$ cat src/rtl/board_pkg.sv
// rtl/board_pkg.sv - board-wide constants shared by the I/O conditioning blocks
package board_pkg;

  // Number of push-buttons on the board.
  localparam int KEYS_W = 4;

  // Stable cycles required before a key change is accepted (about 5 ms at 50 MHz).
  localparam int KEY_DEBOUNCE_CYCLES = 250000;

endpackage

$ cat src/rtl/key_debounce.sv
// rtl/key_debounce.sv - single-key synchroniser, debounce FSM and press pulse
module key_debounce #(
  parameter int DEBOUNCE_CYCLES = board_pkg::KEY_DEBOUNCE_CYCLES
) (
  input  logic clk_i,
  input  logic rst_ni,
  input  logic key_i,    // raw key, already converted to 1 = pressed
  output logic level_o,  // accepted (debounced) level
  output logic press_o,  // registered one-cycle pulse after an accepted press
  output logic rise_o    // combinational: accepted press happens at the coming edge
);

  typedef enum logic [1:0] {
    RELEASED     = 2'd0,
    PRESS_WAIT   = 2'd1,
    PRESSED      = 2'd2,
    RELEASE_WAIT = 2'd3
  } state_e;

  localparam int                CNT_W    = $clog2(DEBOUNCE_CYCLES + 1);
  localparam logic [CNT_W-1:0]  CNT_LAST = CNT_W'(DEBOUNCE_CYCLES - 1);
  localparam logic [CNT_W-1:0]  CNT_MAX  = CNT_W'(DEBOUNCE_CYCLES);
  localparam logic [CNT_W-1:0]  CNT_ONE  = CNT_W'(1);

  logic             sync1_q, sync2_q;
  state_e           state_q, state_d;
  logic [CNT_W-1:0] cnt_q, cnt_d;
  logic             level_q, level_d;
  logic             press_q;
  logic             rise;

  // Two-flop synchroniser; both stages idle at the released level.
  always_ff @(posedge clk_i or negedge rst_ni) begin
    if (!rst_ni) begin
      sync1_q <= 1'b0;
      sync2_q <= 1'b0;
    end else begin
      sync1_q <= key_i;
      sync2_q <= sync1_q;
    end
  end

  // Next-state logic: the first differing cycle counts as 1, so a change is accepted
  // after DEBOUNCE_CYCLES consecutive differing synced samples.
  always_comb begin
    state_d = state_q;
    cnt_d   = cnt_q;
    rise    = 1'b0;
    unique case (state_q)
      RELEASED: begin
        if (sync2_q) begin
          if (CNT_LAST == '0) begin
            state_d = PRESSED;
            rise    = 1'b1;
          end else begin
            state_d = PRESS_WAIT;
            cnt_d   = CNT_ONE;
          end
        end
      end
      PRESS_WAIT: begin
        if (!sync2_q) begin
          state_d = RELEASED;
          cnt_d   = '0;
        end else if (cnt_q >= CNT_LAST) begin
          state_d = PRESSED;
          cnt_d   = '0;
          rise    = 1'b1;
        end else begin
          cnt_d = (cnt_q == CNT_MAX) ? cnt_q : cnt_q + CNT_ONE;
        end
      end
      PRESSED: begin
        if (!sync2_q) begin
          if (CNT_LAST == '0) begin
            state_d = RELEASED;
          end else begin
            state_d = RELEASE_WAIT;
            cnt_d   = CNT_ONE;
          end
        end
      end
      RELEASE_WAIT: begin
        if (sync2_q) begin
          state_d = PRESSED;
          cnt_d   = '0;
        end else if (cnt_q >= CNT_LAST) begin
          state_d = RELEASED;
          cnt_d   = '0;
        end else begin
          cnt_d = (cnt_q == CNT_MAX) ? cnt_q : cnt_q + CNT_ONE;
        end
      end
      default: begin
        state_d = RELEASED;
        cnt_d   = '0;
      end
    endcase
    level_d = (state_d == PRESSED) || (state_d == RELEASE_WAIT);
  end

  // State, counter and registered outputs.
  always_ff @(posedge clk_i or negedge rst_ni) begin
    if (!rst_ni) begin
      state_q <= RELEASED;
      cnt_q   <= '0;
      level_q <= 1'b0;
      press_q <= 1'b0;
    end else begin
      state_q <= state_d;
      cnt_q   <= cnt_d;
      level_q <= level_d;
      press_q <= rise;
    end
  end

  assign level_o = level_q;
  assign press_o = press_q;
  assign rise_o  = rise;

endmodule

$ cat src/rtl/key_conditioner.sv
// rtl/key_conditioner.sv - per-key debounce plus per-frame sticky key snapshot
module key_conditioner
  import board_pkg::*;
#(
  parameter int NUM_KEYS        = KEYS_W,
  parameter int DEBOUNCE_CYCLES = KEY_DEBOUNCE_CYCLES,
  parameter bit KEYS_ACTIVE_LOW = 1'b1
) (
  input  logic                clk_i,
  input  logic                rst_ni,
  input  logic [NUM_KEYS-1:0] keys_i,
  input  logic                new_frame_i,
  output logic [NUM_KEYS-1:0] keys_o,
  output logic [NUM_KEYS-1:0] press_o,
  output logic [NUM_KEYS-1:0] frame_keys_o
);

  logic [NUM_KEYS-1:0] keys_pressed;
  logic [NUM_KEYS-1:0] level;
  logic [NUM_KEYS-1:0] press;
  logic [NUM_KEYS-1:0] rise;
  logic [NUM_KEYS-1:0] sticky_q, sticky_d;
  logic [NUM_KEYS-1:0] frame_q, frame_d;

  assign keys_pressed = KEYS_ACTIVE_LOW ? ~keys_i : keys_i;

  for (genvar k = 0; k < NUM_KEYS; k++) begin : g_key
    key_debounce #(
      .DEBOUNCE_CYCLES(DEBOUNCE_CYCLES)
    ) u_deb (
      .clk_i  (clk_i),
      .rst_ni (rst_ni),
      .key_i  (keys_pressed[k]),
      .level_o(level[k]),
      .press_o(press[k]),
      .rise_o (rise[k])
    );
  end

  // Sticky collects accepted presses so a tap between strobes survives to the next
  // snapshot; a press landing on the strobe edge itself carries into the next frame.
  always_comb begin
    sticky_d = sticky_q | rise;
    frame_d  = frame_q;
    if (new_frame_i) begin
      frame_d  = level | sticky_q;
      sticky_d = rise;
    end
  end

  // Sticky and frame snapshot registers.
  always_ff @(posedge clk_i or negedge rst_ni) begin
    if (!rst_ni) begin
      sticky_q <= '0;
      frame_q  <= '0;
    end else begin
      sticky_q <= sticky_d;
      frame_q  <= frame_d;
    end
  end

  assign keys_o       = level;
  assign press_o      = press;
  assign frame_keys_o = frame_q;

endmodule

$ cat config.mk
export PLATFORM = sky130hd
export DESIGN_NAME = key_conditioner
export DESIGN_NICKNAME = d
export VERILOG_FILES = /design/src/rtl/board_pkg.sv /design/src/rtl/key_debounce.sv /design/src/rtl/key_conditioner.sv
export SDC_FILE = /design/constraint.sdc
export NUM_CORES = 1
export LEC_CHECK = 0
export CAP_MARGIN = 10
export CORE_MARGIN = 2
export CORE_UTILIZATION = 45
export DETAILED_ROUTE_END_ITERATION = 6
export PLACE_DENSITY = 0.6
export SLEW_MARGIN = 10
export SYNTH_ARGS = -nofsm -noshare
export SYNTH_HDL_FRONTEND = slang
export SYNTH_SLANG_ARGS = --single-unit
$ cat constraint.sdc
create_clock -name clk_i -period 2.7 [get_ports clk_i]
set_input_delay 0.54 -clock clk_i [delete_from_list [all_inputs] [get_ports clk_i]]
set_output_delay 0.54 -clock clk_i [all_outputs]
set_load 0.02 [all_outputs]
==> out/qor.yml, run 1 <==
drt_iter0_markers: 349
synthesis.instances: 606
total_routing_usage_reported_by_global_routing_pct: 19.1
criticalPathCategory: "flop to flop"
drt.antenna.violating_nets: 0
grt_pass1_wl_um: 20400
detailed_place_hpwl_um: 7940
number_of_different_library_cells_in_the_post_synthesis_netlist: 57
number_of_hold_buffers_added_after_cts: 0
vias: 4536
cts-root-buf: "sky130_fd_sc_hd__clkbuf_16"
port_buffers: 18
detail_route.vias_per_cell: 5.75
layout_cells_sized_above_1_pct: 8.21
number_of_enable_type_register_cells_in_the_synthesized_netlist: 0
arrival_ns: 2.72
cts_htree_levels: 3
regToRegEndpoint: "g_key[2].u_deb.cnt_q[11]"
globalRouteOverflowTotal: 0
dominantRegCellSynth: "sky130_fd_sc_hd__dfrtp_1"
worst_ep_required_time_ns: 2.99
synth_top_area_share_pct: 46.0
syn_to_final_growth_pct: 11.4
nNetsFinal: 632
floorplan.die_area_um2: 13500
worst-r2r-cell-count: 5
number_of_cells_upsized_or_downsized_after_cts: 0
power_density_nw_per_um2: 511
first_global_vias: 4333
final-hold-violation-count: 0
total_number_of_clock_tree_sinks: 104
drt_drc_violations_left: 0
postRouteWirelength_um: 11900
final_period_minus_worst_setup_slack_ns: 2.43
drt-wirelength-per-cell_um: 15.0
number_of_max_capacitance_violations_reported: 0
rr_startpoint: "g_key[2].u_deb.cnt_q[10]"
final_min_period_over_clock_period_pct: 89.8
worstSetupEndpointType: "flop"
synth_seq_cells: 104
core_area_um2: 12200
worst_hold_path_type: "input pin to asynchronous set/reset pin"
rows: 40
cp_max_fanout: 7
post_layout_nonfiller_instances: 789
syn-cell-area_um2: 5650
power.leakage_nw: 2.75
cts_tree: "yes"
timing.critical_path.from: "g_key[2].u_deb.cnt_q[10]"
r2r_slack_ns: 0.27
yosys_warnings: 0
synth_area_per_cell_um2: 9.33
yosys.area.top_type: "sky130_fd_sc_hd__dfrtp_1"
setup_repair_after_global_routing_missed_its_margin: "false"
initial_utilization_pct: 46.5
run_status: "complete, no violations"
num_io_pins: 19
post_cts_buffers: 0
fmax_ghz: 0.412
firstDrtPassIters: 5
post-place-cells: 774
netlist_top_cells_area: "sky130_fd_sc_hd__dfrtp_1 46%, sky130_fd_sc_hd__a21oi_1 3.8%, sky130_fd_sc_hd__nand3_1 3.8%, sky130_fd_sc_hd__nand2_1 3.5%, sky130_fd_sc_hd__inv_1 2.3%"
maximum_vdd_drop_mv: 0.437
insertedDiodeCount: 0
grt_max_degree: 51
clk_pin_slew_ns: 0.07
worst_slew_pin_slew_ns: 0.860
place.gp.congestion: 0.841
mappedNetlistNets: 621
ys_async_sr_fraction_pct: 100
timing.clock.skew_ns: 0.00636
antenna_violations_before_repair: 0
report.final.slew_viol_count: 0
relSlewSlack_pct: 42.5
numCtsBuffers: 9
setup.worst_path.start_class: "flop"
finalSetupViolCount: 0
ys_seq_area_share_pct: 46.0
clk_latency_ns: 0.35
clock_tree_buf_depth: 2
floorplan.die.width_um: 116
die_h_um: 116
tns_ns: 0
metal layers:
metal  track usage (%)  wire, µm  share of wire [%]  up-vias
met3              4.13       431                3.6       11
li1                  -         -                  -     2245
met4              7.22       151                1.3        0
met2              30.6      5490                 46       87
met1              25.6      5790                 49     2193
met5                 0         0                  0        -
stage by stage:
| stage | hold WS, ns | setup WS (ns) | total power (W) | utilization [%] | instance area, µm² |
|---|---|---|---|---|---|
| after floorplan | 0.244 | 0.419 | 0.00179 | - | 5650 |
| after global placement | 0.334 | 0.311 | 0.00189 | 49.3 | 5990 |
| after detailed placement | 0.339 | 0.296 | 0.00190 | 49.3 | 5990 |
| after CTS | 0.159 | 0.267 | 0.00327 | 51.8 | 6300 |
| after global routing | 0.183 | 0.170 | 0.00336 | 51.8 | 6300 |
| final | 0.147 | 0.275 | 0.00322 | 51.8 | 6300 |
cell usage in the layout (no fill, tap or decap), types with 3 or more instances in the layout:
master | synthesis | final
sky130_fd_sc_hd__nand2b_1 | 8 | 8
sky130_fd_sc_hd__nand4b_1 | 3 | 3
sky130_fd_sc_hd__nor2_1 | 31 | 31
sky130_fd_sc_hd__o22ai_1 | 4 | 4
sky130_fd_sc_hd__a211oi_2 | 3 | 3
sky130_fd_sc_hd__ha_1 | 8 | 8
sky130_fd_sc_hd__clkbuf_16 | 0 | 9
sky130_fd_sc_hd__nand3b_1 | 3 | 3
sky130_fd_sc_hd__nand3_1 | 43 | 43
sky130_fd_sc_hd__o211ai_1 | 4 | 4
sky130_fd_sc_hd__a31oi_1 | 19 | 19
sky130_fd_sc_hd__o21ai_0 | 22 | 22
sky130_fd_sc_hd__mux2i_1 | 8 | 8
sky130_fd_sc_hd__o32ai_1 | 3 | 3
sky130_fd_sc_hd__a41oi_1 | 4 | 4
sky130_fd_sc_hd__a32o_1 | 3 | 3
sky130_fd_sc_hd__xor2_1 | 10 | 10
sky130_fd_sc_hd__or4_1 | 8 | 8
sky130_fd_sc_hd__xnor2_1 | 7 | 7
sky130_fd_sc_hd__and2_1 | 8 | 8
sky130_fd_sc_hd__o31ai_1 | 3 | 3
sky130_fd_sc_hd__nor4_1 | 5 | 5
sky130_fd_sc_hd__clkdlybuf4s50_1 | 0 | 17
sky130_fd_sc_hd__nor3_1 | 11 | 11
sky130_fd_sc_hd__a22o_1 | 11 | 11
sky130_fd_sc_hd__nand2_1 | 53 | 53
sky130_fd_sc_hd__inv_1 | 35 | 35
sky130_fd_sc_hd__a211o_1 | 3 | 3
sky130_fd_sc_hd__a21o_1 | 6 | 6
sky130_fd_sc_hd__a21oi_1 | 43 | 43
sky130_fd_sc_hd__or3_1 | 17 | 17
sky130_fd_sc_hd__nand4_1 | 19 | 19
sky130_fd_sc_hd__dfrtp_1 | 104 | 104
sky130_fd_sc_hd__and4_1 | 9 | 9
sky130_fd_sc_hd__buf_4 | 9 | 15
sky130_fd_sc_hd__or2_2 | 3 | 3
sky130_fd_sc_hd__mux2_2 | 8 | 8
sky130_fd_sc_hd__nor4bb_1 | 3 | 3
sky130_fd_sc_hd__and3_1 | 16 | 16
synthesized netlist by cell type, types with 9 or more instances:
cell type                  instances
sky130_fd_sc_hd__or3_1            17
sky130_fd_sc_hd__o21ai_0          22
sky130_fd_sc_hd__nand2_1          53
sky130_fd_sc_hd__and3_1           16
sky130_fd_sc_hd__and4_1            9
sky130_fd_sc_hd__a21oi_1          43
sky130_fd_sc_hd__buf_4             9
sky130_fd_sc_hd__nor2_1           31
sky130_fd_sc_hd__inv_1            35
sky130_fd_sc_hd__clkbuf_1         16
sky130_fd_sc_hd__nand3_1          43
sky130_fd_sc_hd__nor3_1           11
sky130_fd_sc_hd__a22o_1           11
sky130_fd_sc_hd__a31oi_1          19
sky130_fd_sc_hd__nand4_1          19
sky130_fd_sc_hd__dfrtp_1         104
sky130_fd_sc_hd__xor2_1           10
area by class of cell:
cell class              count  area (µm²)
fillers                  1137        5860
multi-input cells         434        2750
flip-flops and latches    104        2600
repair buffers             33         303
clock buffers              11         253
well taps                 168         210
inverters                  35         131
clock inverters             4        53.8
worst max path at each step:
stage	end	slack [ns]	cells past startpoint
after floorplan	g_key[2].u_deb.cnt_q[11]	0.42	5
after global placement	g_key[2].u_deb.cnt_q[11]	0.31	5
after detailed placement	g_key[2].u_deb.cnt_q[11]	0.30	5
after CTS	g_key[2].u_deb.cnt_q[11]	0.27	5
after global routing	g_key[2].u_deb.cnt_q[11]	0.17	5
final	g_key[2].u_deb.cnt_q[11]	0.27	5
critical path, cell delays in order (launching register included):
cell	delay, ns
sky130_fd_sc_hd__dfrtp_1	0.44
sky130_fd_sc_hd__or4_1	0.56
sky130_fd_sc_hd__o311a_1	0.39
sky130_fd_sc_hd__a211o_1	0.37
sky130_fd_sc_hd__or4_1	0.52
sky130_fd_sc_hd__nand3_1	0.08
registers in the layout (all words and copies together), names as in the netlist:
register / count
g_key.u_deb.press_o: 4
g_key.u_deb.state_q: 8
g_key.u_deb.level_o: 4
g_key.u_deb.sync1_q: 4
g_key.u_deb.sync2_q: 4
frame_keys_o: 4
g_key.u_deb.cnt_q: 72
sticky_q: 4
cells by family (layout without fill, tap and decap cells):
family          count (synthesis)  in the layout  share of synthesized area [%]
flops                         104            104                           46.0
simple gates                  252            252                           24.5
compound gates                141            141                           16.7
xor+xnor                       17             17                           2.63
buf+inv                        68             83                           5.38
mux                            16             16                           3.01
fa+ha+maj                       8              8                           1.77
power by group:
part	internal, W	total (W)	switching [W]
combinational	0.0000912	0.000236	0.000145
clock	0.000766	0.00135	0.000589
sequential	0.00159	0.00163	0.0000396
Note: power is estimated with default switching activity, not from simulation.
==> inputs of run 2 (changes only) <==
clock period = 2.51 ns   (was 2.7 ns; I/O delays follow)
==> run 2 against run 1 <==
Against the previous run:
- sequential share of layout area shrank 0.066 points
- largest cell class unchanged
- maximum frequency grew 2.6%
- count of clock-buffer cells in the layout grew 1
- critical endpoint unchanged
- sequential cell count is the same
- clock skew is essentially flat
- critical path depth is the same
- combinational power grew 8.9%
==> out/qor.yml, run 2 (synthesis gave the netlist of run 1 again) <==
postRouteWirelength_um: 11700
relSlewSlack_pct: 21.6
maximum_vdd_drop_mv: 0.458
globalRouteOverflowTotal: 0
core_area_um2: 12200
regToRegEndpoint: "g_key[2].u_deb.cnt_q[11]"
met2_usage_in_global_routing_pct: 30.2
numCtsBuffers: 9
critical_path.max_stage_delay_ns: 0.57
worstSetupEndpointType: "flop"
setup.worst_path.start_class: "flop"
drt.antenna.violating_nets: 0
clock_tree_buf_depth: 2
gr_busiest_metal: "met2"
die_h_um: 116
port_buffers: 18
fill_cells: 1107
seqCellArea_um2: 2600
clk_pin_slew_ns: 0.07
insertedDiodeCount: 0
grt_pass1_wl_um: 20200
num_io_pins: 19
tns_ns: 0
cts_tree: "yes"
drt-wirelength-per-cell_um: 14.8
vias: 4513
floorplan.die_area_um2: 13500
layout_cells_sized_above_1_pct: 8.35
antenna_violations_before_repair: 0
floorplan.die.width_um: 116
detail_route.vias_per_cell: 5.71
clk_latency_ns: 0.35
number_of_hold_buffers_added_after_cts: 0
syn_to_final_growth_pct: 11.6
timing.clock.skew_ns: 0.00685
met1_track_demand_over_resource_pct: 25.4
final_design_area_no_fill_um2: 6310
arrival_ns: 2.65
rows: 40
number_of_max_capacitance_violations_reported: 0
grt_max_degree: 50
finalSetupViolCount: 0
leading_cell_types_in_the_layout_fill_and_taps_excluded: "104 x sky130_fd_sc_hd__dfrtp_1, 53 x sky130_fd_sc_hd__nand2_1, 43 x sky130_fd_sc_hd__nand3_1, 43 x sky130_fd_sc_hd__a21oi_1, 35 x sky130_fd_sc_hd__inv_1"
post_cts_buffers: 0
nNetsFinal: 633
hold_ws_ns: 0.115
cp_max_fanout: 7
timing.critical_path.from: "g_key[2].u_deb.cnt_q[10]"
total_number_of_clock_tree_sinks: 104
criticalPathCategory: "flop to flop"
post_dp_cell_area_um2: 6000
cts_htree_levels: 3
rr_startpoint: "g_key[2].u_deb.cnt_q[10]"
drt_drc_violations_left: 0
number_of_cells_upsized_or_downsized_after_cts: 0
first_global_vias: 4289
multiInputGateArea_um2: 2750
final-hold-violation-count: 0
flip_flop_count_of_the_largest_register_after_layout: 72
worst_ep_required_time_ns: 2.80
final_period_minus_worst_setup_slack_ns: 2.36
cts-root-buf: "sky130_fd_sc_hd__clkbuf_16"
firstDrtPassIters: 4
gr-usage-met3_pct: 5.39
final_common_cell: "sky130_fd_sc_hd__dfrtp_1"
drt_iter0_markers: 286
final_min_period_over_clock_period_pct: 94.2
slowest_stage: "sky130_fd_sc_hd__or4_1"
r2r_slack_ns: 0.15
power.leakage_nw: 2.76
worst_slew_pin_slew_ns: 1.17
total_routing_usage_reported_by_global_routing_pct: 18.9
worst_setup_path_endpoint: "g_key[2].u_deb.cnt_q[11]"
largest_registers: "g_key.u_deb.cnt_q: 72 flops, g_key.u_deb.state_q: 8 flops"
detailed_place_hpwl_um: 8000
path_cells: "or4_1 -> o311a_1 -> a211o_1 -> or4_1 -> nand3_1"
report.final.slew_viol_count: 0
worst_hold_path_type: "input pin to asynchronous set/reset pin"
initial_utilization_pct: 46.5
place.gp.congestion: 0.830
largest-register: "g_key.u_deb.cnt_q"
power_density_nw_per_um2: 550
worst-r2r-cell-count: 5
run_status: "complete, no violations"
fmax_ghz: 0.423
critical-path-top-cell-by-count: "sky130_fd_sc_hd__or4_1"
setup_repair_after_global_routing_missed_its_margin: "false"
post-layout-total-power_w: 0.00347
[run 2: changes by cell type in the layout (fill, tap and decap cells not counted)]
cell / delta
sky130_fd_sc_hd__clkinvlp_4: +1
sky130_fd_sc_hd__clkinv_4: -1
sky130_fd_sc_hd__buf_4: +1
sky130_fd_sc_hd__clkbuf_1: +1
[run 2: how the worst min path moves through the flow]
stage / startpoint / slack, ns / to / depth (start not counted)
finish: rst_ni / 0.12 / g_key[1].u_deb.cnt_q[3] / 1
global route: rst_ni / 0.15 / g_key[1].u_deb.sync2_q / 1
CTS: rst_ni / 0.13 / g_key[3].u_deb.cnt_q[17] / 1
detailed placement: g_key[1].u_deb.sync1_q / 0.33 / g_key[1].u_deb.sync2_q / 0
global placement: g_key[0].u_deb.sync1_q / 0.34 / g_key[0].u_deb.sync2_q / 0
floorplan: rst_ni / 0.21 / frame_keys_o[0] / 0
[run 2: stage by stage]
stage	utilization [%]	instances	worst slack (ns)
finish	51.9	791	0.146
floorplan	-	606	0.229
global placement	49.3	775	0.212
CTS	51.9	791	0.147
detailed placement	49.3	775	0.183
global route	51.9	791	0.0710
[run 2: cell type report]
type                    instances  area share [%]
inverters                      35            2.08
clock inverters                 4           0.833
repair buffers                 34            4.92
well taps                     168            3.33
multi-input cells             434            43.5
clock buffers                  12            4.07
flip-flops and latches        104            41.2
[run 2: power breakdown]
group | total, W | internal (W) | switching (W)
registers | 0.00175 | 0.00171 | 0.0000420
logic | 0.000257 | 0.000100 | 0.000157
clock network | 0.00146 | 0.000829 | 0.000635
total | 0.00347 | 0.00264 | 0.000833
[run 2: critical path, delay by kind of cell, from the launching register on]
kind	cells	cell delay [ns]
simple gates	3	1.15
flops	1	0.44
compound gates	2	0.71
[run 2: layer usage]
layer / wire length (µm) / share of wire (%)
met5: 0 / 0
met4: 99 / 0.85
met1: 5610 / 48
met2: 5540 / 47
met3: 467 / 4.0
==> inputs of run 3 (changes only) <==
ABC_CLOCK_PERIOD_IN_PS = 2510   (was not set)
==> results of run 3 <==
No change in the layout: final DEF, timing and power equal those of run 2.
==> RTL edit (settings of run 3) <==
Set the package constant `KEYS_W` to 5 (it was 4).
--- a/src/rtl/board_pkg.sv
+++ b/src/rtl/board_pkg.sv
@@ -3,5 +3,5 @@
 
   // Number of push-buttons on the board.
-  localparam int KEYS_W = 4;
+  localparam int KEYS_W = 5;
 
   // Stable cycles required before a key change is accepted (about 5 ms at 50 MHz).
Interface: changed (resized frame_keys_o, keys_i, keys_o and press_o); port bits go from 19 to 23. No check against the original RTL was run, so the function may have changed too.
==> RTL edit against run 3 <==
- global-route usage up 0.78 points
- wire length grew 27%
- maximum frequency increased by 5.0%
- clock skew rose by 0.0022 ns
- via count up 26%
- die area up 22%
- worst setup slack gained 0.11 ns
- sequential cell count up 26
- area after synthesis grew 23%
- largest cell class unchanged
- final area is 24% higher
- power increased by 43%
==> RTL edit: results (changes against run 3) <==
GRT
  • Number of global-route vias before repair: 5457 (+27%)
  • GRT Util Overall: 0.197 (+0.00777)
  • First-pass GRT wire length: 26400 um (+31%)
  • M3 GR Usage: 0.0459 (-0.00796)
  • Met1 usage: 0.278 (+0.0242)
  • Global Route met2 Usage: 0.299 (-0.00271)
  • Pin count of the biggest net entering global routing: 72 (+44%)

Route
  • Detail-routed via count per cell: 5.95 (+4.3%)
  • Detailed-route via count: 5687 (+26%)
  • Per-cell routed wire length: 15.6 um (+5.4%)
  • 1st-iter DRT viols: 421 (+47%)
  • Drt first pass iters: 5 (+1)

Synth
  • Synth top cells by count: dfrtp_1, nand2_1, nor2_1, nand3_1, a21oi_1
  • Yosys cell types: 67 (+18%)
  • Mux share of post-synthesis cell area: 0.0234 (-0.00667)
  • Main area contributors after synthesis: dfrtp_1, nand3_1, nand2_1
  • Post-Synth XOR/XNOR Area: 0.0214 (-0.00489)
  • Complex-gate fraction of the synthesized area: 0.185 (+0.0176)
  • Syn Inst Count: 740 (+22%)
  • Sequential area share after synthesis: 0.469 (+0.00817)
  • Adder-cell share of the synthesized area: 0.0180 (+0.000314)
  • Net count after synthesis: 758 (+22%)

Clocking
  • Num CTS Buffers: 17 (+8)
  • Worst-path clk slew: 0.06 ns
  • H-tree depth: 4 (+1)
  • Worst-Skew Late Latency: 0.42 ns (+0.07 ns)

Critical path
  • Worst path slowest cell: or4_1
  • R2R depth: 7 (+2)
  • Arrival @ worst endpoint: 2.59 ns (-0.06 ns)
  • Maximum fanout along the worst path: 6 (-1)
  • Max incr delay on CP: 0.49 ns (-0.08 ns)

STA
  • Clk_skew: 0.00904 ns (+0.00219 ns)
  • Rel. slew slack: 0.541 (+0.325)
  • Endpoints failing setup: 0 (unchanged)

Run status
  • Status: finished clean

Place
  • Port bufs: 22 (+4)
  • GPL Wtd Cong: 0.913 (+10%)
  • Setup WS pre-CTS: 0.252 ns (+0.0691 ns)
  • Dpl cell area: 7270 um^2 (+21%)
  • Post-DP HPWL: 10100 um (+26%)
  • Cells after DPL: 924 (+19%)

Layout
  • Fin nets: 773 (+22%)
  • Largest regs: g_key.u_deb.cnt_q x90, g_key.u_deb.state_q x10
  • Fillcell total: 1352 (+22%)
  • Share of cells above drive strength 1: 0.0938 (+0.0103)

Power
  • Leakage Power: 3.43 nW (+24%)
  • VDD IR max: 0.509 mV (+11%)
  • Psw: 1.21 mW (+45%)
[RTL edit: cell type report]
class	count	area share
tap	188	0.0300
sequential	130	0.415
timing repair buffer	38	0.0451
clock buffer	18	0.0560
clock inverter	14	0.0177
multi-input combinational	540	0.423
inverter	28	0.0134
[RTL edit: path summary, 6_finish.rpt]
path                                               from                        to  slack, ns
worst max-delay path            g_key[0].u_deb.cnt_q[0]  g_key[0].u_deb.cnt_q[11]       0.26
worst min-delay path                             rst_ni  g_key[1].u_deb.cnt_q[16]       0.09
worst max register to register  g_key[0].u_deb.cnt_q[0]  g_key[0].u_deb.cnt_q[11]       0.26
worst min register to register   g_key[3].u_deb.sync1_q    g_key[3].u_deb.sync2_q       0.35
max in group asynchronous                        rst_ni    g_key[3].u_deb.press_o       1.74
min in group clk_i               g_key[3].u_deb.sync1_q    g_key[3].u_deb.sync2_q       0.35
[RTL edit: stage by stage]
step | hold slack [ns] | utilization
global placement | 0.332 | 0.480
detailed placement | 0.344 | 0.480
floorplan | 0.206 | -
CTS | 0.127 | 0.518
finish | 0.0905 | 0.518
global route | 0.158 | 0.518
[RTL edit: logic make-up (layout without fill, tap and decap cells)]
kind of cell               after synthesis  after routing
DFF                                    130            130
xor gates and xnor gates                17             17
buffers and inverters                   70             98
AOI/OAI and AO/OA                      190            190
muxes                                   15             15
adders and majority gates               10             10
and+or+nand+nor                        308            308
[RTL edit: worst reg2reg max path, stage by stage, from the launching register on]
cell	delay (ns)
dfrtp_1	0.42
ha_1	0.24
and3_1	0.18
o41ai_1	0.37
a211oi_1	0.20
buf_4	0.20
or4_1	0.49
o21ai_0	0.08
[RTL edit: power by group through the flow]
stage | Sequential (mW) | Combinational, mW | Clock, mW
detailed placement | 2.27 | 0.339 | 0
finish | 2.24 | 0.335 | 2.40
global route | 2.25 | 0.387 | 2.54
floorplan | 2.26 | 0.217 | 0
global placement | 2.27 | 0.329 | 0
CTS | 2.24 | 0.341 | 2.45
[RTL edit: routing by layer]
metal  part of all wire  wire [um]
met5                  0          0
met2               0.46       6840
met3              0.046        680
met1               0.48       7230
met4              0.012        178
